[config.mk]
export PLATFORM = sky130hd
export DESIGN_NAME = bus_select_encoder
export DESIGN_NICKNAME = d
export VERILOG_FILES = /design/src/rtl/bus_select_encoder.sv
export SDC_FILE = /design/constraint.sdc
export NUM_CORES = 1
export LEC_CHECK = 0
export ABC_AREA = 1
export BUFFER_PORTS_ARGS = -buffer_cell sky130_fd_sc_hd__clkbuf_2
export CORE_MARGIN = 2
export CORE_UTILIZATION = 32
export DETAILED_ROUTE_END_ITERATION = 12
export GPL_TIMING_DRIVEN = 1
export SLEW_MARGIN = 5
export SYNTH_ARGS = -nofsm -noshare
export SYNTH_HDL_FRONTEND = slang
export SYNTH_SLANG_ARGS = --single-unit
export TNS_END_PERCENT = 20
[constraint.sdc]
create_clock -name clk -period 4.1 [get_ports clk]
set_input_delay 0.615 -clock clk [delete_from_list [all_inputs] [get_ports clk]]
set_output_delay 0.615 -clock clk [all_outputs]
set_load 0.05 [all_outputs]
[src/rtl/bus_select_encoder.sv]
// Source-side bus select encoder: fixed-priority arbitration of one-hot drive
// requests into a registered 5-bit mux select, with sticky error flags and a fault counter.
module bus_select_encoder #(
    parameter int                 NUM_SRC    = 32,
    parameter logic [NUM_SRC-1:0] VALID_MASK = 32'h06FF_FFFF,
    parameter logic [4:0]         IDLE_SEL   = 5'd0,
    parameter int                 CNT_W      = 8
) (
    input  logic               clk,
    input  logic               reset,
    input  logic [NUM_SRC-1:0] drive_req,
    input  logic               err_clear,
    output logic [4:0]         select,
    output logic               select_valid,
    output logic [NUM_SRC-1:0] grant,
    output logic               collision_err,
    output logic               illegal_err,
    output logic [CNT_W-1:0]   fault_count
);

    logic [NUM_SRC-1:0] legal_s;
    logic [NUM_SRC-1:0] illegal_s;
    logic [4:0]         win_idx_s;
    logic               any_legal_s;
    logic               coll_now_s;
    logic               ill_now_s;
    logic               fault_now_s;

    logic [4:0]         select_q,    select_d;
    logic               valid_q,     valid_d;
    logic [NUM_SRC-1:0] grant_q,     grant_d;
    logic               coll_q,      coll_d;
    logic               ill_q,       ill_d;
    logic [CNT_W-1:0]   cnt_q,       cnt_d;

    // Request classification and lowest-index priority encode.
    always_comb begin
        legal_s     = drive_req & VALID_MASK;
        illegal_s   = drive_req & ~VALID_MASK;
        any_legal_s = (legal_s != {NUM_SRC{1'b0}});
        // Clearing the lowest set bit leaves something only if two or more were set.
        coll_now_s  = ((legal_s & (legal_s - {{(NUM_SRC-1){1'b0}}, 1'b1})) != {NUM_SRC{1'b0}});
        ill_now_s   = (illegal_s != {NUM_SRC{1'b0}});
        fault_now_s = coll_now_s | ill_now_s;
        win_idx_s   = 5'd0;
        for (int i = NUM_SRC - 1; i >= 0; i--) begin
            if (legal_s[i]) begin
                win_idx_s = 5'(i);
            end else begin
                win_idx_s = win_idx_s;
            end
        end
    end

    // Next-state for select/grant and the error bookkeeping.
    always_comb begin
        select_d = select_q;
        valid_d  = 1'b0;
        grant_d  = {NUM_SRC{1'b0}};
        if (any_legal_s) begin
            select_d = win_idx_s;
            valid_d  = 1'b1;
            grant_d  = {{(NUM_SRC-1){1'b0}}, 1'b1} << win_idx_s;
        end else begin
            select_d = select_q;
        end

        if (err_clear) begin
            coll_d = coll_now_s;
            ill_d  = ill_now_s;
            cnt_d  = fault_now_s ? {{(CNT_W-1){1'b0}}, 1'b1} : {CNT_W{1'b0}};
        end else begin
            coll_d = coll_q | coll_now_s;
            ill_d  = ill_q | ill_now_s;
            if (fault_now_s && (cnt_q != {CNT_W{1'b1}})) begin
                cnt_d = cnt_q + {{(CNT_W-1){1'b0}}, 1'b1};
            end else begin
                cnt_d = cnt_q;
            end
        end
    end

    // Single register stage; reset overrides everything.
    always_ff @(posedge clk) begin
        if (reset) begin
            select_q <= IDLE_SEL;
            valid_q  <= 1'b0;
            grant_q  <= {NUM_SRC{1'b0}};
            coll_q   <= 1'b0;
            ill_q    <= 1'b0;
            cnt_q    <= {CNT_W{1'b0}};
        end else begin
            select_q <= select_d;
            valid_q  <= valid_d;
            grant_q  <= grant_d;
            coll_q   <= coll_d;
            ill_q    <= ill_d;
            cnt_q    <= cnt_d;
        end
    end

    assign select        = select_q;
    assign select_valid  = valid_q;
    assign grant         = grant_q;
    assign collision_err = coll_q;
    assign illegal_err   = ill_q;
    assign fault_count   = cnt_q;

endmodule

==> Yosys cells after proc, flatten, opt, wreduce, memory -nomap -nowiden <==
Index checks and enable logic that the tools add are counted.
{ "word_totals": {"mem_bits_ro": 0, "wordCells": 53, "out_inout_bits": 48, "inputBits": 35, "mem_bits_rw": 0, "reg_bits": 48, "n_memories": 0, "latchBits": 0} }
{ "classes": {"multipliers": 0, "addsub": 2, "n_eq_ne": 1, "n_bitwise": 5, "mux": 32, "n_lt_le_gt_ge": 0, "n_reduce_logical": 6, "n_shift": 1, "n_div": 0} }
{ "op_table": {"columns": ["op", "count"], "rows": [
  ["$mux W5", 26],
  ["$reduce_bool A32 Y1", 3],
  ["$and A27 B32 Y32", 1],
  ["$shl A1 B5 Y32 const A", 1],
  ["$sub A27 B1 Y28 const B", 1],
  ["$mux W8", 2],
  ["$add A8 B1 Y8 const B", 1],
  ["$ne A8 B8 Y1 const B", 1],
  ["$mux W1", 4],
  ["$or A1 B1 Y1", 3],
  ["$reduce_bool A2 Y1", 1],
  ["$reduce_or A2 Y1", 1],
  ["$logic_and A1 B1 Y1", 1],
  ["$not A1 Y1", 1]
]} }

==> Logic depth before layout (Yosys ltp) <==
Gate-level depths: netlist of the first run.
{ "depth": {"depth_word": 27, "mapped_depth": 24, "mapped_depth_nobuf": 24} }

==> Least setup slack after synthesis of the first run <==
No wires, ideal clock.
{ "synth_path": {"path_kind": "input-to-reg", "startpoint": "in drive_req[3]", "endpoint": "reg cnt_q[2] (netlist: fault_count[2])", "setup_ns": 0.117, "setup_slack_ns": 1.735, "required_ns": 3.983, "t_arrival_ns": 2.248, "path_buffers": 0, "cell_stages": 16, "cell_sequence": "nor2_2 nand2_4 nor2_8 inv_2 nor2_4 nand2_1 nand2_1 nand2_1 a211oi_2 nand2_1 nor4_4 nand2_4 nand2_4 inv_4 a21oi_1 nor2_1"} }
{ "synth_between": {"elab_chain_cells": 6} }
{ "synth_rtl": {"columns": ["element", "line_no", "text"], "rows": [
  ["from (decl)", "11", "input logic [NUM_SRC-1:0] drive_req,"],
  ["$sub A27 B1 Y28", "42", "coll_now_s = ((legal_s & (legal_s - {{(NUM_SRC-1){1'b0}}, 1'b1})) != {NUM_SRC{1'b0}});"],
  ["$and A27 B32 Y32 *", "42", null],
  ["$reduce_bool A32 Y1 *", "42", null],
  ["$or A1 B1 Y1 *", "44", "fault_now_s = coll_now_s | ill_now_s;"],
  ["$logic_and A1 B1 Y1 *", "75", "if (fault_now_s && (cnt_q != {CNT_W{1'b1}})) begin"],
  ["$reduce_bool A2 Y1 (no source line) *", null, null],
  ["to (signal assigned)", "91", "cnt_q <= {CNT_W{1'b0}};"],
  ["to (signal assigned)", "98", "cnt_q <= cnt_d;"],
  ["to (decl)", "34", "logic [CNT_W-1:0] cnt_q, cnt_d;"]
]} }
Mark *: on every way between the ends. The rest lies on a longest branch, timed or not.
A chain may end at the register's enable or synchronous reset.

==> Final worst setup path of the first run <==
{ "layout_path": {"startpoint": "in drive_req[1]", "endpoint": "reg cnt_q[2] (netlist: fault_count[2])"} }
Same word-level chain as after synthesis.

==> metrics.yaml, run 1 <==
status: "complete, no violations"
cts-buffers-inserted: 5
fillers: 733
clk_latency_ns: 0.29
fin_crit_sh: 0.6002
synth_top_family_by_area: "simple AND/OR/NAND/NOR gates"
synth_area_um2: 2306
finalHoldViolCount: 0
cp.arrival_ns: 2.66
multiInputGateArea_um2: 1189
wl_per_cell_um: 11.13
synth_compound_area_frac: 0.1009
overflow: 0
dieWidth_um: 88.89
whs_path_depth: 2
grt_pass1_vias: 2020
ctsHoldBuffers: 0
tightest_slew_ns: 0.5328
fin_crit_ns: 2.461
finalSetupViolCount: 0
fmax_mhz: 406.4
reg2reg_from: "fault_count[0]"
power.internal_w: 0.0006963
seq_area_frac_synth: 0.4167
seqPwrFrac: 0.501
synth_cell_types: 39
combPwrFrac: 0.139
synthMuxAreaShare: 0
initial_core_util: 0.3357
clk_path_buf_depth: 2
synthXorXnorAreaFrac: 0.01519
r2r_slack_ns: 2.26
yosys_warnings: 0
die_height_um: 88.89
timing.rr.end: "fault_count[2]"
slowest_stage: "nor4_4"
final_util: 0.4302
ir_drop_v: 0.0001386
drive_above_1_share: 0.2745
drv_slew: 0
hold_class: "flop to flop"
vias: 2378
postCtsSetupRepairBufs: 0
drt_iter0_drc: 132
synth_simple_gate_area_share: 0.3842
min_from: "illegal_err"
antenna_cells: 0
syn_area_per_cell_um2: 7.274
relSlewSlack: 0.6439
antenna_found_initial: 0
maxCapViolCount: 0
ant_nets: 0
p_clk_frac: 0.360
finalSetupTns_ns: 0
critPathLaunchType: "primary input"
dr.pass1.iters: 5
critPathKind: "primary input to flop"
fin_nets: 443
numPortBuffers: 82
ioPinCount: 83
worstSetupEndpointType: "flop"
dieArea_um2: 7901
ctsRootBufferMaster: "clkbuf_8"
fp-row-count: 30
sw_frac_of_total: 0.2737
p_total_w: 0.0009586
htreeDepth: 2
hold_ws_ns: 0.4811
switchingPower_w: 0.0002623
fp.coreArea_um2: 6869
synth_seq_cells: 48
grt_setup_unrepaired: "false"
grt_max_degree: 17
grt_util_all_layers: 0.1418
synthAdderAreaFrac: 0.005426
ctsResizeCount: 0
clock_skew_ns: 0.001794
wl_um: 5610
syn_inst: 317
leakage_nw: 1.427
viasPerCell: 4.718
cts_tree: "built"
place_hpwl_um: 4556
syn_to_final_growth_pct: 28.16
drc: 0
slowest_delay_ns: 0.31
whs_endpoint: "illegal_err"
regArea_um2: 960.9
crit_required_ns: 4.30
path_cells: "clkbuf_2 > nor2_4 > nand2_1 > nor2_1 > nand4_1 > o31ai_1 > nand2_1 > nor2_1 > nand2_1 > nor4_4 > nand2_4 > nand2_4 > inv_4 > a21oi_1 > nor2_1"
cts.sinks: 48
grt_pass1_wl_um: 8887
power_density_nw_per_um2: 324.4
path_clk_slew_ns: 0.09
worstRegToRegCells: 8
routabilityCongestion: 0.8768
critPathMaxFanout: 8
==> layout by cell type, fill, tap and decap left out, types with 6 or more instances in the layout <==
cell / netlist / routed
clkbuf_2: 0 / 82
nor2_1: 42 / 42
dfxtp_1: 48 / 48
nand2_1: 62 / 62
nand4_1: 20 / 20
nor3_1: 19 / 19
nand3_1: 14 / 14
inv_1: 37 / 37
a21oi_1: 17 / 17
conb_1: 1 / 6
o21ai_0: 11 / 11
==> state kept, by name, summed over array words and instances (netlist names) <==
signal	count
collision_err	1
fault_count	8
grant	32
illegal_err	1
select	5
select_valid	1
==> cells by family after synthesis <==
| kind of cell | Yosys count |
|---|---|
| other | 1 |
| flip-flops | 48 |
| adder cells (fa/ha/maj) | 1 |
| AO/OA/AOI/OAI | 40 |
| XOR/XNOR | 4 |
| buffers and inverters | 46 |
| AND/OR/NAND/NOR | 177 |
==> power groups by stage <==
stage / logic, W / registers [W] / clock network [W]
finish: 0.000134 / 0.000480 / 0.000345
global route: 0.000148 / 0.000481 / 0.000372
CTS: 0.000134 / 0.000480 / 0.000353
detailed placement: 0.000133 / 0.000491 / 0
global placement: 0.000133 / 0.000491 / 0
floorplan: 0.0000543 / 0.000524 / 0
==> Yosys cell counts <==
| library cell | n | area [um2] |
|---|---|---|
| nand2_1 | 62 | 232.7 |
| dfxtp_1 | 48 | 960.9 |
| nor2_1 | 42 | 157.7 |
| inv_1 | 37 | 138.9 |
| nand4_1 | 20 | 125.1 |
| nor3_1 | 19 | 95.09 |
| a21oi_1 | 17 | 85.08 |
| nand3_1 | 14 | 70.07 |
| o21ai_0 | 11 | 55.05 |
| clkbuf_1 | 4 | 15.01 |
| xor2_1 | 4 | 35.03 |
| inv_2 | 3 | 11.26 |
| nand2_4 | 3 | 33.78 |
| nand2_2 | 2 | 12.51 |
| nand3_2 | 2 | 20.02 |
| nor2_2 | 2 | 12.51 |
| nor2_4 | 2 | 22.52 |
| nor3_2 | 2 | 20.02 |
| o21ai_1 | 2 | 10.01 |
| o31ai_1 | 2 | 15.01 |
| a211oi_2 | 1 | 12.51 |
| a221oi_1 | 1 | 8.760 |
| a31oi_1 | 1 | 6.260 |
| and2_1 | 1 | 6.260 |
| and3_1 | 1 | 6.260 |
| clkinv_1 | 1 | 3.750 |
| conb_1 | 1 | 3.750 |
| ha_1 | 1 | 12.51 |
| inv_4 | 1 | 6.260 |
| nor2_8 | 1 | 20.02 |
| nor3_4 | 1 | 16.27 |
| nor4_1 | 1 | 6.260 |
| nor4_4 | 1 | 21.27 |
| o21a_1 | 1 | 7.510 |
| o21ai_2 | 1 | 8.760 |
| o221ai_1 | 1 | 8.760 |
| o22ai_1 | 1 | 6.260 |
| o311ai_0 | 1 | 8.760 |
| or4_1 | 1 | 7.510 |
==> per-layer routing <==
metal  track usage  vias up  wire (um)
met5             0        -          0
met4       0.04821        0         96
met3       0.02955        7        343
met2        0.2232       76       2525
met1        0.1939     1061       2645
li1              -     1234          -
==> critical path: cells and delay by family <==
kind                   cells  cell delay [ns]
and+or+nand+nor           11             1.53
buffers and inverters      2             0.16
AOI/OAI and AO/OA          2             0.34
==> metrics by stage <==
step	setup slack [ns]	std cells	area (um2)
after detailed placement	1.322	496	2840
final	1.639	504	2955
after global routing	1.365	504	2955
after CTS	1.626	504	2955
after global placement	1.387	496	2840
after floorplan	1.735	322	2325
==> worst max path at each step <==
stage / from / slack (ns) / end / cells past startpoint
global placement: drive_req[10] / 1.39 / fault_count[2] / 17
detailed placement: drive_req[1] / 1.32 / fault_count[2] / 15
global route: drive_req[5] / 1.36 / fault_count[2] / 15
floorplan: drive_req[3] / 1.73 / fault_count[2] / 16
CTS: drive_req[1] / 1.63 / fault_count[2] / 15
finish: drive_req[1] / 1.64 / fault_count[2] / 15
==> area by class of cell <==
| class | instances | share of cell area |
|---|---|---|
| Clock buffer | 5 | 0.02329 |
| Multi-Input combinational cell | 228 | 0.4022 |
| Inverter | 42 | 0.05419 |
| Clock inverter | 3 | 0.01566 |
| Timing Repair Buffer | 82 | 0.1389 |
| Sequential cell | 48 | 0.3251 |
| Tap cell | 96 | 0.04064 |
Power figures use the tool's default switching activity.
==> inputs of run 2 (changes only) <==
- clock period: 4.1 -> 2.1 ns (I/O delays scaled with it)
==> run 2 against run 1 <==
Against the previous run:
- via count grew 5.9%
- clock power grew 130%
- critical endpoint unchanged
- cell area grew 17%
- total power grew 110%
- core utilization grew 7.3 points
- largest cell class unchanged
- clock skew grew 0.0041 ns
- routed wire length grew 7.1%
- worst setup slack lost 1.6 ns
- sequential power grew 95%
- highest routed layer unchanged
- largest power group unchanged
- die area is the same
- cell count grew 10%
- global-route usage grew 1.5 points
==> metrics.yaml, run 2 (synthesis gave the netlist of run 1 again) <==
status: "complete, no violations"
power_density_nw_per_um2: 593.3
timing.rr.end: "fault_count[2]"
place_hpwl_um: 4958
crit_required_ns: 2.29
wl_per_cell_um: 10.81
drt_iter0_drc: 90
sw_frac_of_total: 0.2532
power.internal_w: 0.001531
clk_path_buf_depth: 2
path_clk_slew_ns: 0.09
fin_crit_sh: 0.9918
htreeDepth: 2
final_cell_mix: "82 x clkbuf_2, 61 x nand2_1, 52 x buf_4"
critPathMaxFanout: 6
cts_tree: "built"
fmax_mhz: 480.1
p_clk_frac: 0.380
leakage_nw: 1.717
worstSetupEndpointType: "flop"
grt_setup_unrepaired: "true"
clk_latency_ns: 0.29
fp-row-count: 30
grt_max_degree: 17
final_cells: 556
vias: 2518
worstRegToRegCells: 8
maxCapViolCount: 0
seqPwrFrac: 0.457
syn_to_final_growth_pct: 49.86
initial_core_util: 0.3357
hold_ws_ns: 0.3368
ant_nets: 0
routabilityCongestion: 0.8388
grt_pass1_wl_um: 9901
ctsHoldBuffers: 0
finalSetupViolCount: 0
grt_pass1_vias: 2281
cts.sinks: 48
hold_class: "primary input to flop"
fp.coreArea_um2: 6869
grt_util_all_layers: 0.1569
cp.arrival_ns: 2.28
cts-buffers-inserted: 5
critPathKind: "primary input to flop"
drc: 0
critPathLaunchType: "primary input"
fin_crit_ns: 2.083
whs_path_depth: 3
ctsRootBufferMaster: "clkbuf_8"
ioPinCount: 83
dpl.cell_count: 548
fin_ws_ns: 0.01712
dieWidth_um: 88.89
layout_commonest_cell: "clkbuf_2"
min_from: "drive_req[24]"
viasPerCell: 4.529
r2r_slack_ns: 0.28
antenna_found_initial: 0
whs_endpoint: "illegal_err"
drive_above_1_share: 0.3848
drv_slew: 0
combPwrFrac: 0.163
wl_um: 6008
clock_skew_ns: 0.005863
p_total_w: 0.002050
finalSetupTns_ns: 0
reg2reg_from: "fault_count[0]"
ir_drop_v: 0.0003443
antenna_cells: 0
dr.pass1.iters: 4
place_ws_ns: -0.3936
dieArea_um2: 7901
finalHoldViolCount: 0
numPortBuffers: 82
overflow: 0
fillers: 700
largest_reg_flops: 32
switchingPower_w: 0.0005191
fin_nets: 495
die_height_um: 88.89
run 2: through the flow:
stage	utilization	cell area [um2]
finish	0.5031	3456
global route	0.5031	3456
detailed placement	0.4703	3231
floorplan	-	2325
CTS	0.4934	3390
global placement	0.4703	3231
run 2: what timing repair did:
action | 4_1_cts | 5_1_grt
hold endpoints to repair | 0 | 0
pin swaps | 2 | 7
endpoints found under the setup margin | 6 | 9
resized for setup | 5 | 14
buffers inserted | 0 | 0
run 2: per-layer routing:
layer | vias to the layer above | GRT usage | routed length (um)
met5 | - | 0 | 0
met4 | 0 | 0.04132 | 78
met3 | 8 | 0.02862 | 292
met2 | 71 | 0.2666 | 2827
met1 | 1110 | 0.2051 | 2810
li1 | 1329 | - | -
run 2: layout make-up:
class	count	area (um2)	area share
tap	96	120.1	0.03476
timing repair buffer	134	800.8	0.2317
inverter	42	160.2	0.04634
clock inverter	3	68.82	0.01991
multi-input combinational	228	1276	0.3693
sequential	48	960.9	0.2781
clock buffer	5	68.82	0.01991
run 2: power by group through the flow:
stage | clock network (W) | registers, W | logic (W)
3_5_place_dp | 0 | 0.000959 | 0.000321
4_1_cts | 0.000797 | 0.000938 | 0.000325
3_3_place_gp | 0 | 0.000959 | 0.000318
5_1_grt | 0.000839 | 0.000940 | 0.000367
6_report | 0.000779 | 0.000937 | 0.000333
2_1_floorplan | 0 | 0.00102 | 0.000106
run 2: worst max-delay path, stage by stage:
cell      delay [ns]
clkbuf_2        0.11
inv_1           0.08
nand2_1         0.11
nor2_1          0.15
nand2_1         0.10
nor3_4          0.15
nand3_2         0.11
nor2_1          0.11
o21ai_1         0.07
nor2_1          0.10
nand2_1         0.11
nor4_4          0.29
nand2_4         0.12
nand2_4         0.11
inv_4           0.05
a21oi_1         0.12
nor2_1          0.07
run 2: worst max path at each step:
stage | start | end | slack, ns | cells after the start
6_report | drive_req[8] | fault_count[2] | 0.02 | 17
5_1_grt | drive_req[8] | fault_count[2] | -0.20 | 17
4_1_cts | drive_req[5] | fault_count[2] | 0.02 | 14
3_5_place_dp | drive_req[1] | fault_count[2] | -0.39 | 13
3_3_place_gp | drive_req[1] | fault_count[2] | -0.29 | 13
2_1_floorplan | drive_req[3] | fault_count[2] | 0.03 | 16
